### src/rtl/cache_mem_arbiter.sv
// Single-port physical-memory arbiter for the I-cache and D-cache line paths.
// Optional feature: define ARB_ROUND_ROBIN_EN for round-robin tie-breaking (default: D over I).
module cache_mem_arbiter #(
    parameter int ADDR_W = 32,
    parameter int LINE_W = 256
) (
    input  logic              clk,
    input  logic              rst_n,
    input  logic              i_read,
    input  logic [ADDR_W-1:0] i_addr,
    output logic [LINE_W-1:0] i_rdata,
    output logic              i_resp,
    input  logic              d_read,
    input  logic              d_write,
    input  logic [ADDR_W-1:0] d_addr,
    input  logic [LINE_W-1:0] d_wdata,
    output logic [LINE_W-1:0] d_rdata,
    output logic              d_resp,
    output logic              pmem_read,
    output logic              pmem_write,
    output logic [ADDR_W-1:0] pmem_addr,
    output logic [LINE_W-1:0] pmem_wdata,
    input  logic [LINE_W-1:0] pmem_rdata,
    input  logic              pmem_resp
);

    typedef enum logic [1:0] {
        IDLE    = 2'd0,
        SERVE_I = 2'd1,
        SERVE_D = 2'd2,
        DONE    = 2'd3
    } state_t;

    state_t            state_q, state_d;
    logic [ADDR_W-1:0] addr_q, addr_d;
    logic [LINE_W-1:0] wdata_q, wdata_d;
    logic              rd_q, rd_d;
    logic              wr_q, wr_d;
    logic              d_req_s;
    logic              grant_d_s;

`ifdef ARB_ROUND_ROBIN_EN
    logic              last_d_q, last_d_d;
`endif

    // Arbitration: decide whether the D-cache wins an IDLE-cycle grant.
    always_comb begin
        d_req_s = d_read | d_write;
`ifdef ARB_ROUND_ROBIN_EN
        grant_d_s = d_req_s & (~i_read | ~last_d_q);
`else
        grant_d_s = d_req_s;
`endif
    end

    // Next-state, latch updates and same-cycle response outputs.
    always_comb begin
        state_d = state_q;
        addr_d  = addr_q;
        wdata_d = wdata_q;
        rd_d    = rd_q;
        wr_d    = wr_q;
        i_resp  = 1'b0;
        d_resp  = 1'b0;
        i_rdata = '0;
        d_rdata = '0;
`ifdef ARB_ROUND_ROBIN_EN
        last_d_d = last_d_q;
`endif
        case (state_q)
            IDLE: begin
                if (grant_d_s) begin
                    state_d = SERVE_D;
                    addr_d  = d_addr;
                    wdata_d = d_wdata;
                    // A simultaneous read+write is the writeback ahead of a refill.
                    wr_d    = d_write;
                    rd_d    = ~d_write;
`ifdef ARB_ROUND_ROBIN_EN
                    last_d_d = 1'b1;
`endif
                end else if (i_read) begin
                    state_d = SERVE_I;
                    addr_d  = i_addr;
                    rd_d    = 1'b1;
                    wr_d    = 1'b0;
`ifdef ARB_ROUND_ROBIN_EN
                    last_d_d = 1'b0;
`endif
                end else begin
                    state_d = IDLE;
                end
            end
            SERVE_I: begin
                if (pmem_resp) begin
                    i_resp  = 1'b1;
                    i_rdata = pmem_rdata;
                    rd_d    = 1'b0;
                    wr_d    = 1'b0;
                    state_d = DONE;
                end else begin
                    state_d = SERVE_I;
                end
            end
            SERVE_D: begin
                if (pmem_resp) begin
                    d_resp  = 1'b1;
                    d_rdata = pmem_rdata;
                    rd_d    = 1'b0;
                    wr_d    = 1'b0;
                    state_d = DONE;
                end else begin
                    state_d = SERVE_D;
                end
            end
            DONE: begin
                state_d = IDLE;
            end
            default: begin
                state_d = IDLE;
                rd_d    = 1'b0;
                wr_d    = 1'b0;
            end
        endcase
    end

    // State and transaction latches; strobes come straight from flops.
    always_ff @(posedge clk) begin
        if (!rst_n) begin
            state_q <= IDLE;
            addr_q  <= '0;
            wdata_q <= '0;
            rd_q    <= 1'b0;
            wr_q    <= 1'b0;
`ifdef ARB_ROUND_ROBIN_EN
            last_d_q <= 1'b1;
`endif
        end else begin
            state_q <= state_d;
            addr_q  <= addr_d;
            wdata_q <= wdata_d;
            rd_q    <= rd_d;
            wr_q    <= wr_d;
`ifdef ARB_ROUND_ROBIN_EN
            last_d_q <= last_d_d;
`endif
        end
    end

    assign pmem_read  = rd_q;
    assign pmem_write = wr_q;
    assign pmem_addr  = addr_q;
    assign pmem_wdata = wdata_q;

endmodule
### config.mk
export PLATFORM = sky130hd
export DESIGN_NAME = cache_mem_arbiter
export DESIGN_NICKNAME = d
export VERILOG_FILES = /design/src/rtl/cache_mem_arbiter.sv
export SDC_FILE = /design/constraint.sdc
export NUM_CORES = 1
export LEC_CHECK = 0
export BUFFER_PORTS_ARGS = -buffer_cell sky130_fd_sc_hd__buf_2
export CAP_MARGIN = 20
export CORE_AREA = 3 3 540 542
export DETAILED_ROUTE_END_ITERATION = 12
export DIE_AREA = 0 0 543 545
export SYNTH_ARGS = -nofsm -noshare
export SYNTH_HDL_FRONTEND = slang
export SYNTH_SLANG_ARGS = --single-unit
export TNS_END_PERCENT = 30
### constraint.sdc
create_clock -name clk -period 3.3 [get_ports clk]
set_input_delay 0.165 -clock clk [delete_from_list [all_inputs] [get_ports clk]]
set_output_delay 0.165 -clock clk [all_outputs]
set_load 0.005 [all_outputs]
==> results.toml, run 1 <==
[status]
outcome = "finished, final reports clean"

[die]
fp.coreArea_mm2 = 0.2874
dieArea_mm2 = 0.2959
dieWidth_um = 543
rows = 197
vertical_die_dimension_um = 545
io_pins = 1386
initial_core_util_pct = 5.166

[grt]
global_route.usage.total_pct = 14.96
grt_first_pass_wirelength_um = 273700
first_global_vias = 20290
use_met2_pct = 22.70
globalRouteMet3Util_pct = 11.31
groute.layer.met1.usage_pct = 15.71
grt_antenna_before_repair = 263
globalRoute.busiestLayer = "met2"
global_route.overflow_total = 0
grt_max_degree = 136

[synthesis]
synthDominantCellAreaShare_pct = 39.37
ys_seq_area_share_pct = 39.37
synth_cell_types = 26
async_s_r_ff_share_synth_pct = 0
synth_edf_count = 0
synth.avg_cell_area_um2 = 7.781
syn-num-nets = 2496
synth.cell_area_mm2 = 0.01485
synthDominantAreaCellType = "sky130_fd_sc_hd__dfxtp_1"
yosys_warnings = 0
netlist_instances = 1908
netlist_top_cells_area = "sky130_fd_sc_hd__dfxtp_1 39%, sky130_fd_sc_hd__and3_1 22%, sky130_fd_sc_hd__nand2_1 13%"
synth.ff_latch_count = 292
ys.flop_type = "sky130_fd_sc_hd__dfxtp_1"

[placement]
placement.io_buffers = 1385
dp_hpwl_um = 211500
worst_slack_at_placement_ns = 1.087
place.gp.congestion = 1.199
dpl_cell_area_mm2 = 0.02587
place_inst = 6893

[final_layout]
layout_commonest_cell = "sky130_fd_sc_hd__buf_2"
final_cell_area_mm2 = 0.03068
multi_input_area_mm2 = 0.007944
area_delta_synth_final_pct = 106.7
final_cells = 7377
fillCellCount = 33500
final_cell_mix = "1383 x sky130_fd_sc_hd__buf_2, 514 x sky130_fd_sc_hd__nand2_1, 512 x sky130_fd_sc_hd__and3_1"
layout-drive-gt1-share_pct = 42.44
final-seq-area_mm2 = 0.005846
finish.utilization_pct = 10.68
fin_nets = 4064

[timing]
fin_tns_setup_ns = 0
hold_violations = 0
fin_crit_ns = 2.740
min_period_over_period_pct = 83.02
drv_slew = 0
timing.hold.ws_ns = 0.05321
timing.clock.skew_ns = 0.03836
timing.fmax_ghz = 0.3650
setup_viol = 0
max_slew.worst_pin.slew_ns = 0.9313
rsz0062_at_grt = "false"
layout_setup_ws_ns = 0.5604
worst_slew_margin_rel_pct = 37.91

[clock_tree]
clk_pin_slew_ns = 0.06
h-tree-depth = 2
cts_made_buffers = 39
cts_sinks = 292
cts_tree = "done"
clk-insertion-delay-late_ns = 0.63
cts-root-to-sink-buffers = 3
cts_resized = 0
cts_root_buf = "sky130_fd_sc_hd__clkbuf_16"

[route]
ant_nets = 0
dr_total_vias = 22560
drt_iter0_markers = 1993
vias_per_cell = 3.057
drcViolationCount = 0
post_drt_wl_per_cell_um = 31.79
drt_first_pass_iters = 7
postRouteWirelength_um = 234500

[power]
leakage_nw = 15.92
power_density_over_the_cells_mw_per_mm2 = 490.6
power.total_mw = 15.05
vdd.ir_drop.worst_uv = 316.1

[worst_setup_path]
cp_data_arrival_time_ns = 2.57
critical_path.endpoint_type = "output port"
required_ns = 3.13
worstPathMaxFanout = 95
setup.worst_path.start_class = "flop"
criticalPathCategory = "reg -> out"

[run]
number_of_max_cap_violations = 0

[worst_hold_path]
holdCritPathClass = "in -> reg"
cells in the mapped netlist, types with 3 or more instances:
| cell | n |
|---|---|
| sky130_fd_sc_hd__clkbuf_1 | 138 |
| sky130_fd_sc_hd__a21oi_1 | 33 |
| sky130_fd_sc_hd__a21boi_1 | 208 |
| sky130_fd_sc_hd__nand2_1 | 514 |
| sky130_fd_sc_hd__a21boi_0 | 50 |
| sky130_fd_sc_hd__o31ai_1 | 3 |
| sky130_fd_sc_hd__buf_4 | 23 |
| sky130_fd_sc_hd__dfxtp_1 | 292 |
| sky130_fd_sc_hd__buf_2 | 31 |
| sky130_fd_sc_hd__ha_1 | 6 |
| sky130_fd_sc_hd__and3_1 | 512 |
| sky130_fd_sc_hd__o21ai_0 | 30 |
| sky130_fd_sc_hd__buf_6 | 21 |
| sky130_fd_sc_hd__mux2i_1 | 32 |
cell families (layout without fill, tap and decap cells):
logic type,count (synthesis),after routing,share of synthesized area [%]
buffers and inverters,215,1813,7.340
DFF,292,292,39.37
adders and majority gates,6,6,0.5056
other,0,90,0
and+or+nand+nor,1033,1033,34.94
AOI/OAI and AO/OA,330,330,15.68
muxes,32,32,2.157
power breakdown:
group / internal (mW) / switching, mW
combinational: 1.98 / 4.17
clock: 2.70 / 1.86
sequential: 4.08 / 0.264
total: 8.75 / 6.30
sequential cells by signal (all words and copies together) (netlist names):
name and flops:
pmem_write 1, pmem_wdata 256, pmem_read 1, state_q 2, pmem_addr 32
timing repair:
action / CTS / global route
endpoints found under the hold margin: 291 / 0
hold buffers: 322 / 0
setup buffers: 0 / 0
routing by layer:
metal	wire [µm]	vias to the layer above	share of wire, %
li1	-	9740	-
met1	83450	10360	36
met2	99300	1843	42
met4	9616	38	4.1
met3	41420	576	18
met5	752	-	0.32
cell type report:
cell class                      count  area share, %
Tap cell                         3781          15.42
Timing Repair Buffer             1740          34.50
Clock buffer                       54          3.629
Antenna cell                       90         0.7340
Inverter                            2        0.02447
Sequential cell                   292          19.05
Clock inverter                     17         0.7503
Multi-Input combinational cell   1401          25.89
final timing paths:
path,startpoint,endpoint,slack [ns],cells past startpoint
worst min-delay path,rst_n,pmem_wdata[19],0.05,2
worst min register to register,pmem_wdata[134],pmem_wdata[134],0.45,2
worst max register to register,state_q[0],pmem_wdata[7],1.14,6
worst max-delay path,state_q[0],d_rdata[14],0.56,5
critical path, cell delays in order, from the launching register on:
cell                      delay (ns)
sky130_fd_sc_hd__dfxtp_1        0.36
sky130_fd_sc_hd__inv_1          0.16
sky130_fd_sc_hd__ha_4           0.39
sky130_fd_sc_hd__buf_12         0.31
sky130_fd_sc_hd__and3_1         0.21
sky130_fd_sc_hd__buf_2          0.38
(Power assumes the default switching activity.)
==> run 2, diff against run 1 <==
CORE_AREA = 3 3 544 546   (was 3 3 540 542)
DIE_AREA = 0 0 547 549   (was 0 0 543 545)
clock period = 2.8 ns   (was 3.3 ns; I/O delays follow)
==> run 2 against run 1 <==
  * Register-to-register slack worse by 0.85 ns
  * Clock skew grew 0.010 ns
  * Critical endpoint is now d_rdata[15]
  * Via count up 1.3%
  * Design area grew 2.6%
  * Final cell count rose by 2.4%
  * Clock power increased by 25%
==> results.toml, run 2 (synthesis gave the netlist of run 1 again) <==
[status]
outcome = "finished, final reports clean"

[final_layout]
area_delta_synth_final_pct = 112.1
fillCellCount = 33890
final_cell_mix = "1383 x sky130_fd_sc_hd__buf_2, 514 x sky130_fd_sc_hd__nand2_1, 512 x sky130_fd_sc_hd__and3_1"
layout_commonest_cell = "sky130_fd_sc_hd__buf_2"
final_cells = 7554
layout-drive-gt1-share_pct = 42.48
fin_nets = 4125
finish.utilization_pct = 10.82
largest_register_ff_count = 256

[worst_setup_path]
crit-reg2reg-capture = "pmem_wdata[6]"
required_ns = 2.66
ff2ff_path_depth = 7
worstPathMaxFanout = 33
setup.worst_path.start_class = "flop"
criticalPathCategory = "reg -> out"
r2r_start = "state_q[0]"
r2r_setup_slack_ns = 0.29
cp_data_arrival_time_ns = 2.54
critical_path.endpoint_type = "output port"

[timing]
worst_slew_margin_rel_pct = 50.06
rsz0062_at_grt = "false"
fin_crit_ns = 2.683
timing.clock.skew_ns = 0.04881
timing.fmax_ghz = 0.3728
min_period_over_period_pct = 95.81
max_slew.worst_pin.slew_ns = 0.7491
fin_tns_setup_ns = 0
drv_slew = 0
setup_viol = 0
layout_setup_ws_ns = 0.1173
timing.hold.ws_ns = 0.07968
hold_violations = 0

[grt]
grt_antenna_before_repair = 281
global_route.usage.total_pct = 15.21
first_global_vias = 21090
grt_first_pass_wirelength_um = 283900
grt_max_degree = 140
global_route.overflow_total = 0

[clock_tree]
h-tree-depth = 2
cts_tree = "done"
cts_made_buffers = 43
cts_root_buf = "sky130_fd_sc_hd__clkbuf_16"
clk-insertion-delay-late_ns = 0.67
cts-root-to-sink-buffers = 3
cts_sinks = 292
clk_pin_slew_ns = 0.06

[route]
drcViolationCount = 0
vias_per_cell = 3.024
drt_first_pass_iters = 8
postRouteWirelength_um = 240800
post_drt_wl_per_cell_um = 31.88
ant_nets = 0
dr_total_vias = 22840
drt_iter0_markers = 2028

[placement]
dp_hpwl_um = 217700
placement.io_buffers = 1385
place_inst = 7030
worst_slack_at_placement_ns = 0.6340
place.gp.congestion = 1.120

[worst_hold_path]
holdCritPathClass = "in -> reg"
hold_depth = 2
timing.hold.worst_endpoint = "pmem_wdata[24]"
timing.hold.worst.start = "rst_n"

[die]
rows = 198
dieArea_mm2 = 0.3003
dieWidth_um = 547
fp.coreArea_mm2 = 0.2911
initial_core_util_pct = 5.100
vertical_die_dimension_um = 549
io_pins = 1386

[run]
number_of_max_cap_violations = 0

[power]
power_frac_seq_pct = 27.9
sw_frac_of_total_pct = 41.67
clockPowerShare_pct = 31.1
internal-power_mw = 10.71
comb_power_share_pct = 41.0
total_switching_power_mw = 7.649
vdd.ir_drop.worst_uv = 428.6
power_density_over_the_cells_mw_per_mm2 = 583.1
leakage_nw = 16.32
run 2: changes by cell type in the layout (fill, tap and decap cells not counted), moves of 2 or more:
cell,before,now
sky130_fd_sc_hd__dlygate4sd3_1,322,359
sky130_fd_sc_hd__buf_4,20,35
sky130_fd_sc_hd__clkbuf_16,40,45
sky130_fd_sc_hd__diode_2,90,85
sky130_fd_sc_hd__buf_6,0,2
sky130_fd_sc_hd__buf_8,2,4
sky130_fd_sc_hd__bufinv_16,4,2
sky130_fd_sc_hd__clkbuf_1,8,6
sky130_fd_sc_hd__clkbuf_8,6,8
sky130_fd_sc_hd__clkinv_2,2,4
run 2: power by group through the flow:
| stage | Clock (mW) | Combinational (mW) | Sequential, mW |
|---|---|---|---|
| global placement | 0 | 6.89 | 5.18 |
| global route | 6.08 | 8.24 | 5.20 |
| floorplan | 0 | 2.58 | 5.26 |
| finish | 5.70 | 7.53 | 5.12 |
| CTS | 5.94 | 7.62 | 5.12 |
| detailed placement | 0 | 6.91 | 5.21 |
run 2: layout make-up:
class / count / area (µm²) / share of cell area, %
multi-input cells: 1401 / 7944 / 25.23
inverters: 2 / 7.507 / 0.02385
well taps: 3900 / 4880 / 15.50
diodes: 85 / 212.7 / 0.6756
repair buffers: 1797 / 11140 / 35.39
clock buffers: 59 / 1259 / 3.998
flip-flops and latches: 292 / 5846 / 18.57
clock inverters: 18 / 193.9 / 0.6160
run 2: routing by layer:
metal	vias up	part of all wire (%)	global-route usage, %
li1	9862	-	-
met1	10600	38	17.21
met2	1840	41	22.46
met3	504	17	10.63
met4	40	4.0	4.915
met5	-	0.21	0.2849
run 2: what timing repair did:
item	in CTS	in global routing
setup buffers	2	1
endpoints found under the setup margin	3	29
hold buffers	359	0
endpoints found under the hold margin	291	0
gates cloned	0	0
pin swaps	1	0
resized for setup	1	1
run 2: worst max-delay path: stages, from the launching register on:
cell and delay, ns:
sky130_fd_sc_hd__dfxtp_1 0.36, sky130_fd_sc_hd__inv_1 0.16, sky130_fd_sc_hd__ha_4 0.40, sky130_fd_sc_hd__buf_4 0.37, sky130_fd_sc_hd__and3_1 0.21, sky130_fd_sc_hd__buf_2 0.34
run 2: worst max path at each step:
stage               startpoint            end  slack (ns)  depth (start not counted)
floorplan           state_q[0]      pmem_read        1.34                          5
global placement    state_q[0]  pmem_addr[18]        0.65                          6
detailed placement  state_q[0]  pmem_addr[23]        0.63                          6
CTS                 state_q[1]   i_rdata[242]        0.03                          5
global route        state_q[0]     d_rdata[2]        0.02                          5
finish              state_q[0]    d_rdata[15]        0.12                          5
run 2: through the flow:
stage	total power [mW]	area, µm²
after global placement	12.07	26170
after floorplan	7.837	14850
after CTS	18.69	31250
final	18.36	31480
after detailed placement	12.12	26170
after global routing	19.52	31390
==> run 3, diff against run 2 <==
CELL_PAD_IN_SITES_DETAIL_PLACEMENT = 1   (was not set)
CELL_PAD_IN_SITES_GLOBAL_PLACEMENT = 1   (was not set)
CORE_AREA = 3 3 541 543   (was 3 3 544 546)
DIE_AREA = 0 0 544 546   (was 0 0 547 549)
PLACE_DENSITY_LB_ADDON = 0.1   (was not set)
RECOVER_POWER = 50   (was not set)
==> run 3 against run 2 <==
  * Largest cell class unchanged
  * Setup slack better by 0.076 ns
  * Wire length fell by 24%
  * Clock skew fell by 0.020 ns
  * Register-to-register slack worse by 0.05 ns
  * Total power is 0.31% higher
==> results.toml, run 3 (synthesis gave the netlist of run 1 again) <==
[worst_setup_path]
criticalPathCategory = "reg -> out"
crit-reg2reg-capture = "pmem_wdata[83]"
r2r_setup_slack_ns = 0.24
critical_path.endpoint_type = "output port"
r2r_start = "state_q[1]"
setup.worst_path.start_class = "flop"
cp_data_arrival_time_ns = 2.47
required_ns = 2.66
worstPathMaxFanout = 77
ff2ff_path_depth = 8

[final_layout]
final_cell_mix = "1104 x sky130_fd_sc_hd__buf_2, 514 x sky130_fd_sc_hd__nand2_1, 512 x sky130_fd_sc_hd__and3_1"
layout_commonest_cell = "sky130_fd_sc_hd__buf_2"
area_delta_synth_final_pct = 111.3
multi_input_area_mm2 = 0.007943
layout-drive-gt1-share_pct = 35.15
fin_nets = 4162
fillCellCount = 34700
final-seq-area_mm2 = 0.005846
finish.utilization_pct = 10.89
largest_register_ff_count = 256

[power]
sw_frac_of_total_pct = 39.46
comb_power_share_pct = 36.2
total_switching_power_mw = 7.266
power_density_over_the_cells_mw_per_mm2 = 587.0
clockPowerShare_pct = 35.8
leakage_nw = 15.39
power_frac_seq_pct = 28.0
vdd.ir_drop.worst_uv = 434.4
internal-power_mw = 11.15

[timing]
drv_slew = 0
worst_slew_margin_rel_pct = 30.32
timing.fmax_ghz = 0.3836
max_slew.worst_pin.slew_ns = 1.045
min_period_over_period_pct = 93.10
hold_violations = 0
fin_crit_ns = 2.607
timing.clock.skew_ns = 0.02871
setup_viol = 0
fin_tns_setup_ns = 0
rsz0062_at_grt = "false"

[worst_hold_path]
timing.hold.worst_endpoint = "pmem_wdata[49]"
hold_depth = 3
timing.hold.worst.start = "rst_n"
holdCritPathClass = "in -> reg"

[route]
ant_nets = 0
dr_total_vias = 21330
drt_first_pass_iters = 5
vias_per_cell = 2.868
postRouteWirelength_um = 183200
drt_iter0_markers = 858
post_drt_wl_per_cell_um = 24.64
drcViolationCount = 0

[die]
initial_core_util_pct = 5.153
vertical_die_dimension_um = 546
dieWidth_um = 544
dieArea_mm2 = 0.2970
rows = 197
io_pins = 1386
fp.coreArea_mm2 = 0.2881

[clock_tree]
cts_sinks = 292
clk-insertion-delay-late_ns = 0.65
cts_made_buffers = 50
cts_tree = "done"
h-tree-depth = 2
cts_root_buf = "sky130_fd_sc_hd__clkbuf_16"
cts_resized = 0
cts-root-to-sink-buffers = 3
clk_pin_slew_ns = 0.06

[grt]
first_global_vias = 23140
global_route.overflow_total = 0
grt_antenna_before_repair = 127
grt_first_pass_wirelength_um = 233400
global_route.usage.total_pct = 11.72
grt_max_degree = 89

[run]
number_of_max_cap_violations = 0

[placement]
dp_hpwl_um = 154900
place.gp.congestion = 0.7789
placement.io_buffers = 1385

[status]
outcome = "finished, final reports clean"
-- run 3: changes by cell type in the layout (fill, tap and decap cells not counted), sizes merged --
cell / previous run / this run
diode: 85 / 39
clkbuf: 59 / 366
clkinv: 6 / 8
bufinv: 2 / 3
buf: 1438 / 1183
dlygate4sd3: 359 / 355
inv: 8 / 4
-- run 3: critical path, cell delays in order, from the launching register on --
cell	delay, ns
sky130_fd_sc_hd__dfxtp_1	0.35
sky130_fd_sc_hd__inv_1	0.17
sky130_fd_sc_hd__ha_4	0.20
sky130_fd_sc_hd__buf_12	0.25
sky130_fd_sc_hd__buf_4	0.31
sky130_fd_sc_hd__and3_1	0.23
sky130_fd_sc_hd__buf_2	0.13
-- run 3: worst max-delay path by stage --
stage               startpoint              end
detailed placement  state_q[0]  pmem_wdata[154]
floorplan           state_q[0]        pmem_read
finish              state_q[1]     i_rdata[129]
global placement    state_q[0]  pmem_wdata[177]
CTS                 state_q[0]      d_rdata[26]
global route        state_q[0]  pmem_wdata[193]
-- run 3: repair_timing --
action | 4_1_cts | 5_1_grt
hold buffers | 355 | 0
pin swaps | 0 | 1
hold endpoints to repair | 291 | 0
cloned | 0 | 0
endpoints found under the setup margin | 1 | 17
setup buffers | 1 | 4
-- run 3: through the flow --
stage	hold WS [ns]	worst slack (ns)	instance area (µm²)	power, mW	cells
final	0.06088	0.1932	31370	18.41	7436
after global routing	0.04719	0.007391	31320	19.93	7418
after CTS	0.02093	0.05768	31670	19.56	7393
after detailed placement	0.3873	0.7199	26420	11.97	6943
after global placement	0.3796	0.7666	26420	12.01	6943
after floorplan	0.2748	1.344	14850	7.837	1908
-- run 3: area by class of cell --
type                       instances  share of cell area (%)
inverter                           2                 0.02393
antenna                           39                  0.3111
tap                             3781                   15.08
multi-input combinational       1401                   25.32
timing repair buffer            1827                   35.25
clock inverter                    17                  0.6821
sequential                       292                   18.64
clock buffer                      77                   4.695
-- run 3: metal layers --
layer	track usage (%)	routed length (µm)	vias to the layer above
met3	5.527	20180	254
met4	3.845	5710	10
met5	0	59	-
met1	12.47	68380	10090
met2	20.26	88910	1095
li1	-	-	9876
-- run 3: power by group through the flow --
stage	Clock, mW	Sequential, mW	Combinational [mW]
global route	7.22	5.25	7.46
CTS	7.10	5.15	7.30
finish	6.60	5.16	6.66
floorplan	0	5.26	2.58
global placement	0	5.23	6.78
detailed placement	0	5.24	6.73
